## config.mk

```make
export PLATFORM = sky130hd
export DESIGN_NAME = stripe_sched
export DESIGN_NICKNAME = d
export VERILOG_FILES = /design/src/rtl/stripe_pkg.sv /design/src/rtl/stripe_rr_next.sv /design/src/rtl/stripe_sched.sv
export SDC_FILE = /design/constraint.sdc
export NUM_CORES = 1
export LEC_CHECK = 0
export CAP_MARGIN = 15
export CORE_MARGIN = 2
export CORE_UTILIZATION = 49
export DETAILED_ROUTE_END_ITERATION = 8
export HOLD_SLACK_MARGIN = 0.08
export PLACE_DENSITY = 0.86
export SYNTH_ARGS = -nofsm -noshare
export SYNTH_HDL_FRONTEND = slang
export SYNTH_SLANG_ARGS = --single-unit
```

## constraint.sdc

```tcl
create_clock -name clk -period 5.7 [get_ports clk]
set_input_delay 1.71 -clock clk [delete_from_list [all_inputs] [get_ports clk]]
set_output_delay 1.71 -clock clk [all_outputs]
set_load 0.02 [all_outputs]
```

## src/rtl/stripe_pkg.sv

```systemverilog
// stripe_pkg: lane count, scheduler state type and default stall limit shared by stripe_sched.
package stripe_pkg;
    localparam int NUM_LANES     = 4;
    localparam int LANE_W        = 2;
    localparam int STALL_MAX_DEF = 15;

    typedef enum logic [1:0] {IDLE, RUN, STALL} state_t;

    function automatic logic [LANE_W-1:0] lowest_bit(input logic [NUM_LANES-1:0] m);
        lowest_bit = '0;
        for (int i = NUM_LANES - 1; i >= 0; i--)
            if (m[i]) lowest_bit = LANE_W'(i);
    endfunction
endpackage

```

## src/rtl/stripe_rr_next.sv

```systemverilog
// stripe_rr_next: next enabled lane strictly above ptr, wrapping; returns ptr when no other lane is set.
module stripe_rr_next
    import stripe_pkg::*;
(
    input  logic [NUM_LANES-1:0] mask_i,
    input  logic [LANE_W-1:0]    ptr_i,
    output logic [LANE_W-1:0]    nxt_o
);
    // Scan downward so the nearest candidate above ptr is written last.
    always_comb begin
        nxt_o = ptr_i;
        for (int i = NUM_LANES - 1; i >= 1; i--)
            if (mask_i[ptr_i + LANE_W'(i)]) nxt_o = ptr_i + LANE_W'(i);
    end
endmodule

```

## src/rtl/stripe_sched.sv

```systemverilog
// stripe_sched: round-robin striping of a byte stream over enabled lanes with stall timeout.
// Define STRIPE_SCHED_STATS_EN to add the saturating byte_cnt output.
module stripe_sched
    import stripe_pkg::*;
#(
    parameter int DATA_W    = 8,
    parameter int STALL_MAX = STALL_MAX_DEF
) (
    input  logic                 clk,
    input  logic                 reset,
    input  logic [NUM_LANES-1:0] lane_en,
    input  logic [DATA_W-1:0]    data_in,
    input  logic                 valid_in,
    input  logic [NUM_LANES-1:0] lane_ready,
    output logic                 in_ready,
    output logic [DATA_W-1:0]    data_out,
    output logic [NUM_LANES-1:0] valid_out,
    output logic [LANE_W-1:0]    cur_lane,
    output logic                 timeout_err
`ifdef STRIPE_SCHED_STATS_EN
    ,
    output logic [15:0]          byte_cnt
`endif
);
    localparam int CNT_W = $clog2(STALL_MAX + 1);

    state_t               state_q, state_d;
    logic [NUM_LANES-1:0] mask_q, mask_d;
    logic [LANE_W-1:0]    ptr_q, ptr_d, ptr_nxt;
    logic [CNT_W-1:0]     cnt_q, cnt_d;
    logic [DATA_W-1:0]    data_q, data_d;
    logic [NUM_LANES-1:0] vo_q, vo_d;
    logic                 to_q, to_d;

    stripe_rr_next u_rr (
        .mask_i (mask_q),
        .ptr_i  (ptr_q),
        .nxt_o  (ptr_nxt)
    );

    always_comb begin
        state_d  = state_q;
        mask_d   = mask_q;
        ptr_d    = ptr_q;
        cnt_d    = '0;
        data_d   = data_q;
        vo_d     = '0;
        to_d     = to_q;
        in_ready = 1'b0;
        if (state_q == IDLE) begin
            mask_d  = lane_en;
            ptr_d   = lowest_bit(lane_en);
            state_d = (valid_in && lane_en != '0) ? RUN : IDLE;
        end else if (!valid_in) begin
            state_d = IDLE;
        end else if (lane_ready[ptr_q]) begin
            in_ready = 1'b1;
            data_d   = data_in;
            vo_d     = NUM_LANES'(1) << ptr_q;
            ptr_d    = ptr_nxt;
            state_d  = RUN;
        end else begin
            // Blocked lane holds the pointer; the first blocked cycle already counts.
            state_d = STALL;
            cnt_d   = (cnt_q == CNT_W'(STALL_MAX)) ? cnt_q : cnt_q + 1'b1;
            to_d    = to_q | (cnt_d == CNT_W'(STALL_MAX));
        end
    end

    always_ff @(posedge clk or posedge reset) begin
        if (reset) begin
            state_q <= IDLE;
            mask_q  <= '0;
            ptr_q   <= '0;
            cnt_q   <= '0;
            data_q  <= '0;
            vo_q    <= '0;
            to_q    <= 1'b0;
        end else begin
            state_q <= state_d;
            mask_q  <= mask_d;
            ptr_q   <= ptr_d;
            cnt_q   <= cnt_d;
            data_q  <= data_d;
            vo_q    <= vo_d;
            to_q    <= to_d;
        end
    end

    assign data_out    = data_q;
    assign valid_out   = vo_q;
    assign cur_lane    = ptr_q;
    assign timeout_err = to_q;

`ifdef STRIPE_SCHED_STATS_EN
    logic [15:0] byte_cnt_q, byte_cnt_d;

    assign byte_cnt_d = (in_ready && byte_cnt_q != 16'hFFFF) ? byte_cnt_q + 16'd1 : byte_cnt_q;

    always_ff @(posedge clk or posedge reset) begin
        if (reset) byte_cnt_q <= '0;
        else       byte_cnt_q <= byte_cnt_d;
    end

    assign byte_cnt = byte_cnt_q;
`endif
endmodule
```

==> impl_metrics.csv, run 1 <==
group,metric,value,unit
timing,fmax,0.1964,GHz
cts,cts_tree,"done",
timing,clock_skew,0.006416,ns
routing,wl_cell,14.50,µm
critical_path,crit_path_top_delay_cell,"clkdlybuf4s50_1",
logic_synthesis,post-synth-top-area-cell,"dfrtp_1",
cts,worst_setup_hold_path_clk_slew,0.14,ns
logic_synthesis,synth_ff_type,"dfrtp_1",
cts,cts_inserted_buffers,3,
floorplanning,initial_utilization,0.5200,
critical_path,worst_path_largest_cell_delay,0.54,ns
grt,grt.overflow.total,0,
floorplanning,placeableCoreArea,2500,µm²
timing,slew-limit-headroom,0.3887,
logic_synthesis,synth_edf_count,0,
critical_path,crit_fanout,4,
status,status,"complete, no violations",
timing,fin_crit,5.091,ns
routing,drt_wl_total,2683,µm
critical_path,setup.worst_path.start_class,"input port",
power_and_ir_drop,power.static_leakage,0.7428,nW
worst_hold_path,hold-path-cell-count,1,
grt,gr-usage-all-layers,0.1842,
logic_synthesis,synth.top_cells.by_area,"dfrtp_1 (48%), mux2_4 (5.8%), nand2_1 (5.2%)",
routing,final_antenna_net_count,0,
critical_path,r2r_slack,3.54,ns
logic_synthesis,postSynth.asyncResetShare,1.000,
job,maxCapViolations,0,
placed_design,place_ws,0.6096,ns
routing,drc_errors,0,
critical_path,worstReg2RegEnd,"cur_lane[1]$_DFFE_PP0P_",
critical_path,worstReg2RegStart,"cur_lane[1]$_DFFE_PP0P_",
timing,timing.setup.tns,0,ns
placed_design,placedInstanceArea,1635,µm²
logic_synthesis,post_synth_num_cell_types,39,
finish,fin_nets,180,
floorplanning,rows,18,
worst_hold_path,hold_class,"reg2reg",
floorplanning,fp.dieH,55.51,µm
grt,wire_length_of_the_first_global_routing_pass,4588,µm
floorplanning,die_w,55.51,µm
routing,dr_total_vias,1041,
placed_design,gp_congestion,0.8062,
worst_hold_path,hold_path.startpoint,"timeout_err$_DFFE_PP0P_",
finish,final-instance-count-excl-fill,185,
finish,antenna-diode-count,0,
grt,grt_pass1_vias,986,
critical_path,cpMostUsedCell,"clkdlybuf4s50_1",
cts,cts.htree.levels,1,
placed_design,dpl.hpwl,2027,µm
logic_synthesis,synth_commonest_cells,"dfrtp_1 (25), nand2_1 (18), nor2_1 (10)",
cts,worstSkewPairLatency,0.31,ns
logic_synthesis,synth-seq-area-share,0.4812,
power_and_ir_drop,vdd.ir_drop.worst,0.2616,mV
timing,setup_viol_count_final,0,
timing,final.setup.worst_slack,0.6089,ns
floorplanning,fp.dieArea,3081,µm²
timing,report.final.hold_viol_count,0,
logic_synthesis,combined_area_of_all_synthesized_cells,1300,µm²
logic_synthesis,yosysMostFrequentCell,"dfrtp_1",
cts,clock-root-buffer,"clkbuf_4",
cts,cts_repair_resize_count,0,
timing,rsz0062_at_grt,"false",
timing,period_utilisation_layout,0.8932,
finish,final_area,1663,µm²
logic_synthesis,synth_nets,146,
worst_hold_path,min_delay_worst_endpoint,"timeout_err$_DFFE_PP0P_",
placed_design,placedCellCount,181,
critical_path,timing.critical_path.arrival,3.38,ns
critical_path,required,3.99,ns
timing,worst_slew_pin_slew,0.9159,ns
finish,area_growth,27.91,%
placed_design,place.port_buffers,34,
routing,drt-pass1-iter-count,4,
logic_synthesis,number_of_storage_elements_in_the_synthesis_netlist,25,
critical_path,critPathCaptureType,"output pin",
logic_synthesis,synth_top_area_share,0.4812,
cts,cts.path.max_buffers,2,
logic_synthesis,syn_inst,122,
logic_synthesis,post_synth.cell_area_avg,10.66,µm²
power_and_ir_drop,pwr_density_cell,435.9,nW/µm²
grt,largest_net_degree_at_the_start_of_global_routing,26,
cts,post_cts_buffers,0,
routing,first_iter_violations,32,
logic_synthesis,synth-warning-count,0,
floorplanning,i_o_pin_total,35,
cts,cts_sinks,25,
timing,finalHoldWorstSlack,0.4997,ns
grt,initial_antenna_violation_count,0,
critical_path,timing.reg2reg.worst_path_depth,6,
timing,final_max_slew_viol_count,0,
critical_path,critical_path.cell_chain,"clkdlybuf4s50_1 > mux4_2 > and3_1 > clkdlybuf4s50_1",
routing,routed_via_density,5.627,
critical_path,worst_path_class_setup,"in2out",
finish,drive_gt1_frac,0.1097,
cts,postCtsHoldBufs,0,
==> routing by layer <==
layer | vias to the layer above | part of all wire | track usage | routed length (µm)
met3 | 4 | 0.070 | 0.03513 | 187
met2 | 59 | 0.48 | 0.3112 | 1298
li1 | 492 | - | - | -
met4 | 0 | 0.012 | 0.05226 | 31
met1 | 486 | 0.43 | 0.2409 | 1166
met5 | - | 0 | 0 | 0
==> sequential cells by signal, indices dropped and copies added (netlist names) <==
signal       cells
cur_lane         2
cnt_q            4
valid_out        4
timeout_err      1
mask_q           4
state_q          2
data_out         8
==> where the power goes <==
part	total, mW	internal (mW)	switching (mW)	leakage, nW
clock network	0.0769	0.0262	0.0507	0.0177
registers	0.289	0.230	0.0593	0.320
logic	0.359	0.184	0.175	0.406
total	0.725	0.440	0.285	0.743
==> cell families after synthesis <==
group	synth area share
buf+inv	0.05293
flops	0.4812
xor+xnor	0.006738
fa+ha+maj	0.04812
mux	0.1242
compound gates	0.1174
simple gates	0.1694
==> worst max-delay path by stage <==
stage / from / to / depth (start not counted)
3_3_place_gp: lane_ready[3] / in_ready / 4
4_1_cts: lane_ready[1] / in_ready / 4
5_1_grt: lane_ready[1] / in_ready / 4
6_report: lane_ready[3] / in_ready / 4
3_5_place_dp: lane_ready[1] / in_ready / 4
2_1_floorplan: lane_ready[3] / in_ready / 4
==> cell usage in the layout (no fill, tap or decap), types with 2 or more instances in the layout <==
cell              n
clkdlybuf4s50_1  34
dfrtp_1          25
nand2_1          18
nor2_1           10
mux2_4            5
inv_1             5
ha_1              5
o21ai_0           4
and2_1            4
a21oi_1           3
nand3_1           3
mux2i_1           3
mux2_2            3
clkbuf_4          3
nor2b_1           2
nor4_1            2
nor3_1            2
a311o_1           2
o21a_1            2
==> per-stage QoR <==
step                      utilization  power, mW
after floorplan                     -     0.5243
after global placement         0.6542     0.6296
after detailed placement       0.6542     0.6506
after CTS                      0.6652     0.7265
after global routing           0.6652     0.7698
final                          0.6652     0.7248
==> worst max-delay path, delay by kind of cell <==
| family | cells | cell delay, ns |
|---|---|---|
| buf+inv | 2 | 0.93 |
| mux | 1 | 0.52 |
| simple gates | 1 | 0.22 |
==> cell type report <==
type,count,area [µm²]
fill,182,837.1
timing repair buffer,35,347.8
clock buffer,3,22.52
inverter,5,18.77
clock inverter,1,5.005
multi-input combinational,86,605.6
tap,30,37.54
sequential,25,625.6
Note: power is estimated with default switching activity, not from simulation.
==> run 2, diff against run 1 <==
ABC_AREA = 1   (was default)
PLACE_DENSITY = 0.8   (was 0.86)
SKIP_CTS_REPAIR_TIMING = 1   (was default)
==> run 2 against run 1 <==
  * Non-clock buffer count decreased by 1
  * Final cell count up 25%
  * Clock power barely moved
  * First-iteration DRC count down 3.1%
  * Utilization rose by 1.1 points
  * Worst setup slack got worse by 0.085 ns
  * Worst hold slack got worse by 0.0025 ns
  * Maximum frequency fell by 1.6%
  * Die area is 2.9% higher
  * Register-to-register slack improved by 0.35 ns
  * Sequential power about the same
  * Synthesized cell count rose by 35%
==> impl_metrics.csv, run 2 <==
group,metric,value,unit
finish,fin_util,0.6765,
timing,fin_crit,5.176,ns
critical_path,worst_path_largest_cell_delay,0.61,ns
power_and_ir_drop,part_of_the_power_in_combinational_logic,0.546,
logic_synthesis,synth-seq-area-share,0.4669,
timing,fmax,0.1932,GHz
cts,cts.htree.levels,1,
logic_synthesis,synth_ff_type,"dfrtp_1",
logic_synthesis,synth_commonest_cells,"nand2_1 (58), dfrtp_1 (25), inv_1 (22)",
job,maxCapViolations,0,
critical_path,critical_path.cell_chain,"clkdlybuf4s50_1 > nand2_1 > nand3_2 > nand2_4 > nor2_4 > nand2_4 > inv_4 > clkdlybuf4s50_1",
power_and_ir_drop,seqPwrFrac,0.358,
routing,drc_errors,0,
timing,clock_skew,0.01264,ns
status,status,"complete, no violations",
cts,cts.path.max_buffers,2,
finish,largest_register_ff_count,8,
critical_path,r2r_slack,3.89,ns
placed_design,place_ws,0.5356,ns
finish,fin_nets,226,
cts,cts_inserted_buffers,3,
grt,initial_antenna_violation_count,0,
routing,drt-pass1-iter-count,4,
floorplanning,rows,18,
floorplanning,i_o_pin_total,35,
power_and_ir_drop,power.static_leakage,0.8873,nW
finish,final-instance-count-excl-fill,231,
floorplanning,die_w,56.30,µm
logic_synthesis,synth-xor-area-share,0.006536,
grt,grt.overflow.total,0,
critical_path,timing.critical_path.arrival,3.47,ns
placed_design,dpl.hpwl,2176,µm
grt,globalRouteMet2Util,0.3664,
critical_path,worst_setup_path_startpoint,"lane_ready[3]",
grt,gr-usage-all-layers,0.1935,
critical_path,crit_path_top_delay_cell,"clkdlybuf4s50_1",
cts,worst_setup_hold_path_clk_slew,0.12,ns
timing,report.final.hold_viol_count,0,
grt,largest_net_degree_at_the_start_of_global_routing,26,
placed_design,placedCellCount,227,
finish,area_growth,28.48,%
logic_synthesis,synth-warning-count,0,
critical_path,setup.worst_path.start_class,"input port",
timing,rsz0062_at_grt,"false",
finish,mostFrequentLayoutCell,"nand2_1",
timing,finalHoldWorstSlack,0.4972,ns
timing,period_utilisation_layout,0.9081,
routing,dr_total_vias,1115,
worst_hold_path,hold_class,"reg2reg",
grt,gr-usage-met1,0.2284,
power_and_ir_drop,pwr_density_cell,467.4,nW/µm²
logic_synthesis,post_synth.cell_area_avg,8.121,µm²
critical_path,critical-path-top-delay-family,"buffers and inverters",
logic_synthesis,fraction_of_the_mapped_netlist_area_in_compound_gates,0.04295,
cts,cts_sinks,25,
critical_path,critPathCaptureType,"output pin",
critical_path,required,3.99,ns
floorplanning,initial_utilization,0.5265,
logic_synthesis,combined_area_of_all_synthesized_cells,1340,µm²
power_and_ir_drop,swShare,0.4552,
critical_path,timing.reg2reg.worst_path_depth,10,
routing,wl_cell,11.92,µm
floorplanning,fp.dieH,56.30,µm
power_and_ir_drop,internal_power,0.4384,mW
logic_synthesis,post_synth_num_cell_types,22,
finish,antenna-diode-count,0,
cts,cts_tree,"done",
power_and_ir_drop,switchingPower,0.3663,mW
timing,final_max_slew_viol_count,0,
grt,grt_busiest_layer,"met2",
timing,final.setup.worst_slack,0.5239,ns
placed_design,place.port_buffers,34,
floorplanning,fp.dieArea,3169,µm²
logic_synthesis,synth.top_cells.by_area,"dfrtp_1 (47%), nand2_1 (16%), inv_1 (6.2%)",
logic_synthesis,synth_nets,189,
logic_synthesis,number_of_storage_elements_in_the_synthesis_netlist,25,
cts,clock-root-buffer,"clkbuf_4",
critical_path,worst_path_class_setup,"in2out",
critical_path,crit_fanout,14,
critical_path,crit_cells,8,
critical_path,worstReg2RegStart,"cur_lane[0]$_DFFE_PP0P_",
grt,wire_length_of_the_first_global_routing_pass,4899,µm
grt,grt_met3_usage,0.03226,
routing,first_iter_violations,31,
logic_synthesis,largest_family_of_logic_cells_by_synthesized_area,"simple AND/OR/NAND/NOR gates",
timing,timing.setup.tns,0,ns
routing,drt_wl_total,2754,µm
logic_synthesis,post-synth-top-area-cell,"dfrtp_1",
timing,setup_viol_count_final,0,
routing,routed_via_density,4.827,
routing,final_antenna_net_count,0,
power_and_ir_drop,power.share.clock,0.096,
cts,worstSkewPairLatency,0.31,ns
placed_design,gp_congestion,0.8638,
logic_synthesis,synth_edf_count,0,
finish,drive_gt1_frac,0.1244,
floorplanning,placeableCoreArea,2545,µm²
timing,worst_slew_pin_slew,0.9322,ns
logic_synthesis,syn_inst,165,
power_and_ir_drop,vdd.ir_drop.worst,0.3390,mV
logic_synthesis,synthAdderAreaFrac,0.04669,
critical_path,path_buf_inv,3,
logic_synthesis,synth_top_area_share,0.4669,
critical_path,worstReg2RegEnd,"cur_lane[0]$_DFFE_PP0P_",
logic_synthesis,yosys.area_share.simple,0.3427,
logic_synthesis,yosys-mux-area-fraction,0,
critical_path,crit_end,"in_ready",
logic_synthesis,yosysMostFrequentCell,"nand2_1",
timing,slew-limit-headroom,0.3778,
finish,most-common-layout-cells,"nand2_1 (58), clkdlybuf4s50_1 (34), dfrtp_1 (25)",
grt,grt_pass1_vias,1135,
logic_synthesis,postSynth.asyncResetShare,1.000,
==> run 2: worst min path at each step <==
| stage | start | to | slack, ns | cells after the start |
|---|---|---|---|---|
| 2_1_floorplan | mask_q[0]$_DFFE_PP0P_ | mask_q[0]$_DFFE_PP0P_ | 0.52 | 2 |
| 3_3_place_gp | timeout_err$_DFFE_PP0P_ | timeout_err$_DFFE_PP0P_ | 0.45 | 2 |
| 3_5_place_dp | data_out[4]$_DFFE_PP0P_ | data_out[4]$_DFFE_PP0P_ | 0.47 | 2 |
| 4_1_cts | data_out[4]$_DFFE_PP0P_ | data_out[4]$_DFFE_PP0P_ | 0.50 | 2 |
| 5_1_grt | data_out[0]$_DFFE_PP0P_ | data_out[0]$_DFFE_PP0P_ | 0.52 | 2 |
| 6_report | data_out[4]$_DFFE_PP0P_ | data_out[4]$_DFFE_PP0P_ | 0.50 | 2 |
==> run 2: cells by family (layout without fill, tap and decap cells) <==
| family | Yosys count | after routing |
|---|---|---|
| AOI/OAI and AO/OA | 10 | 10 |
| DFF | 25 | 25 |
| and+or+nand+nor | 97 | 97 |
| xor gates and xnor gates | 1 | 1 |
| adders and majority gates | 5 | 5 |
| buffers and inverters | 27 | 63 |
==> run 2: power by group through the flow <==
| stage | sequential [mW] | combinational, mW | clock [mW] |
|---|---|---|---|
| CTS | 0.289 | 0.443 | 0.0791 |
| finish | 0.288 | 0.439 | 0.0772 |
| floorplan | 0.319 | 0.275 | 0 |
| detailed placement | 0.292 | 0.441 | 0 |
| global placement | 0.290 | 0.427 | 0 |
| global route | 0.297 | 0.492 | 0.0869 |
==> run 2: per-layer routing <==
layer  routed length [µm]  up-vias
met3                   91        2
li1                     -      578
met1                 1290      514
met5                    0        -
met2                 1362       21
met4                   10        0
==> run 2: worst reg2reg max path, delay by kind of cell (launching register included) <==
family | cells | cell delay [ns]
flip-flops | 1 | 0.71
buffers and inverters | 3 | 0.21
AND/OR/NAND/NOR | 6 | 0.48
adder cells (fa/ha/maj) | 1 | 0.33
==> run 2: through the flow <==
step                cell area (µm²)  total power, mW
global route                   1722           0.8753
global placement               1695           0.7172
finish                         1722           0.8047
floorplan                      1340           0.5941
CTS                            1722           0.8107
detailed placement             1695           0.7336
==> run 2: cell type report <==
| type | instances | area (µm²) |
|---|---|---|
| Clock buffer | 4 | 26.28 |
| Fill cell | 207 | 823.3 |
| Inverter | 25 | 103.9 |
| Multi-Input combinational cell | 113 | 588.1 |
| Sequential cell | 25 | 625.6 |
| Tap cell | 30 | 37.54 |
| Timing Repair Buffer | 34 | 340.3 |
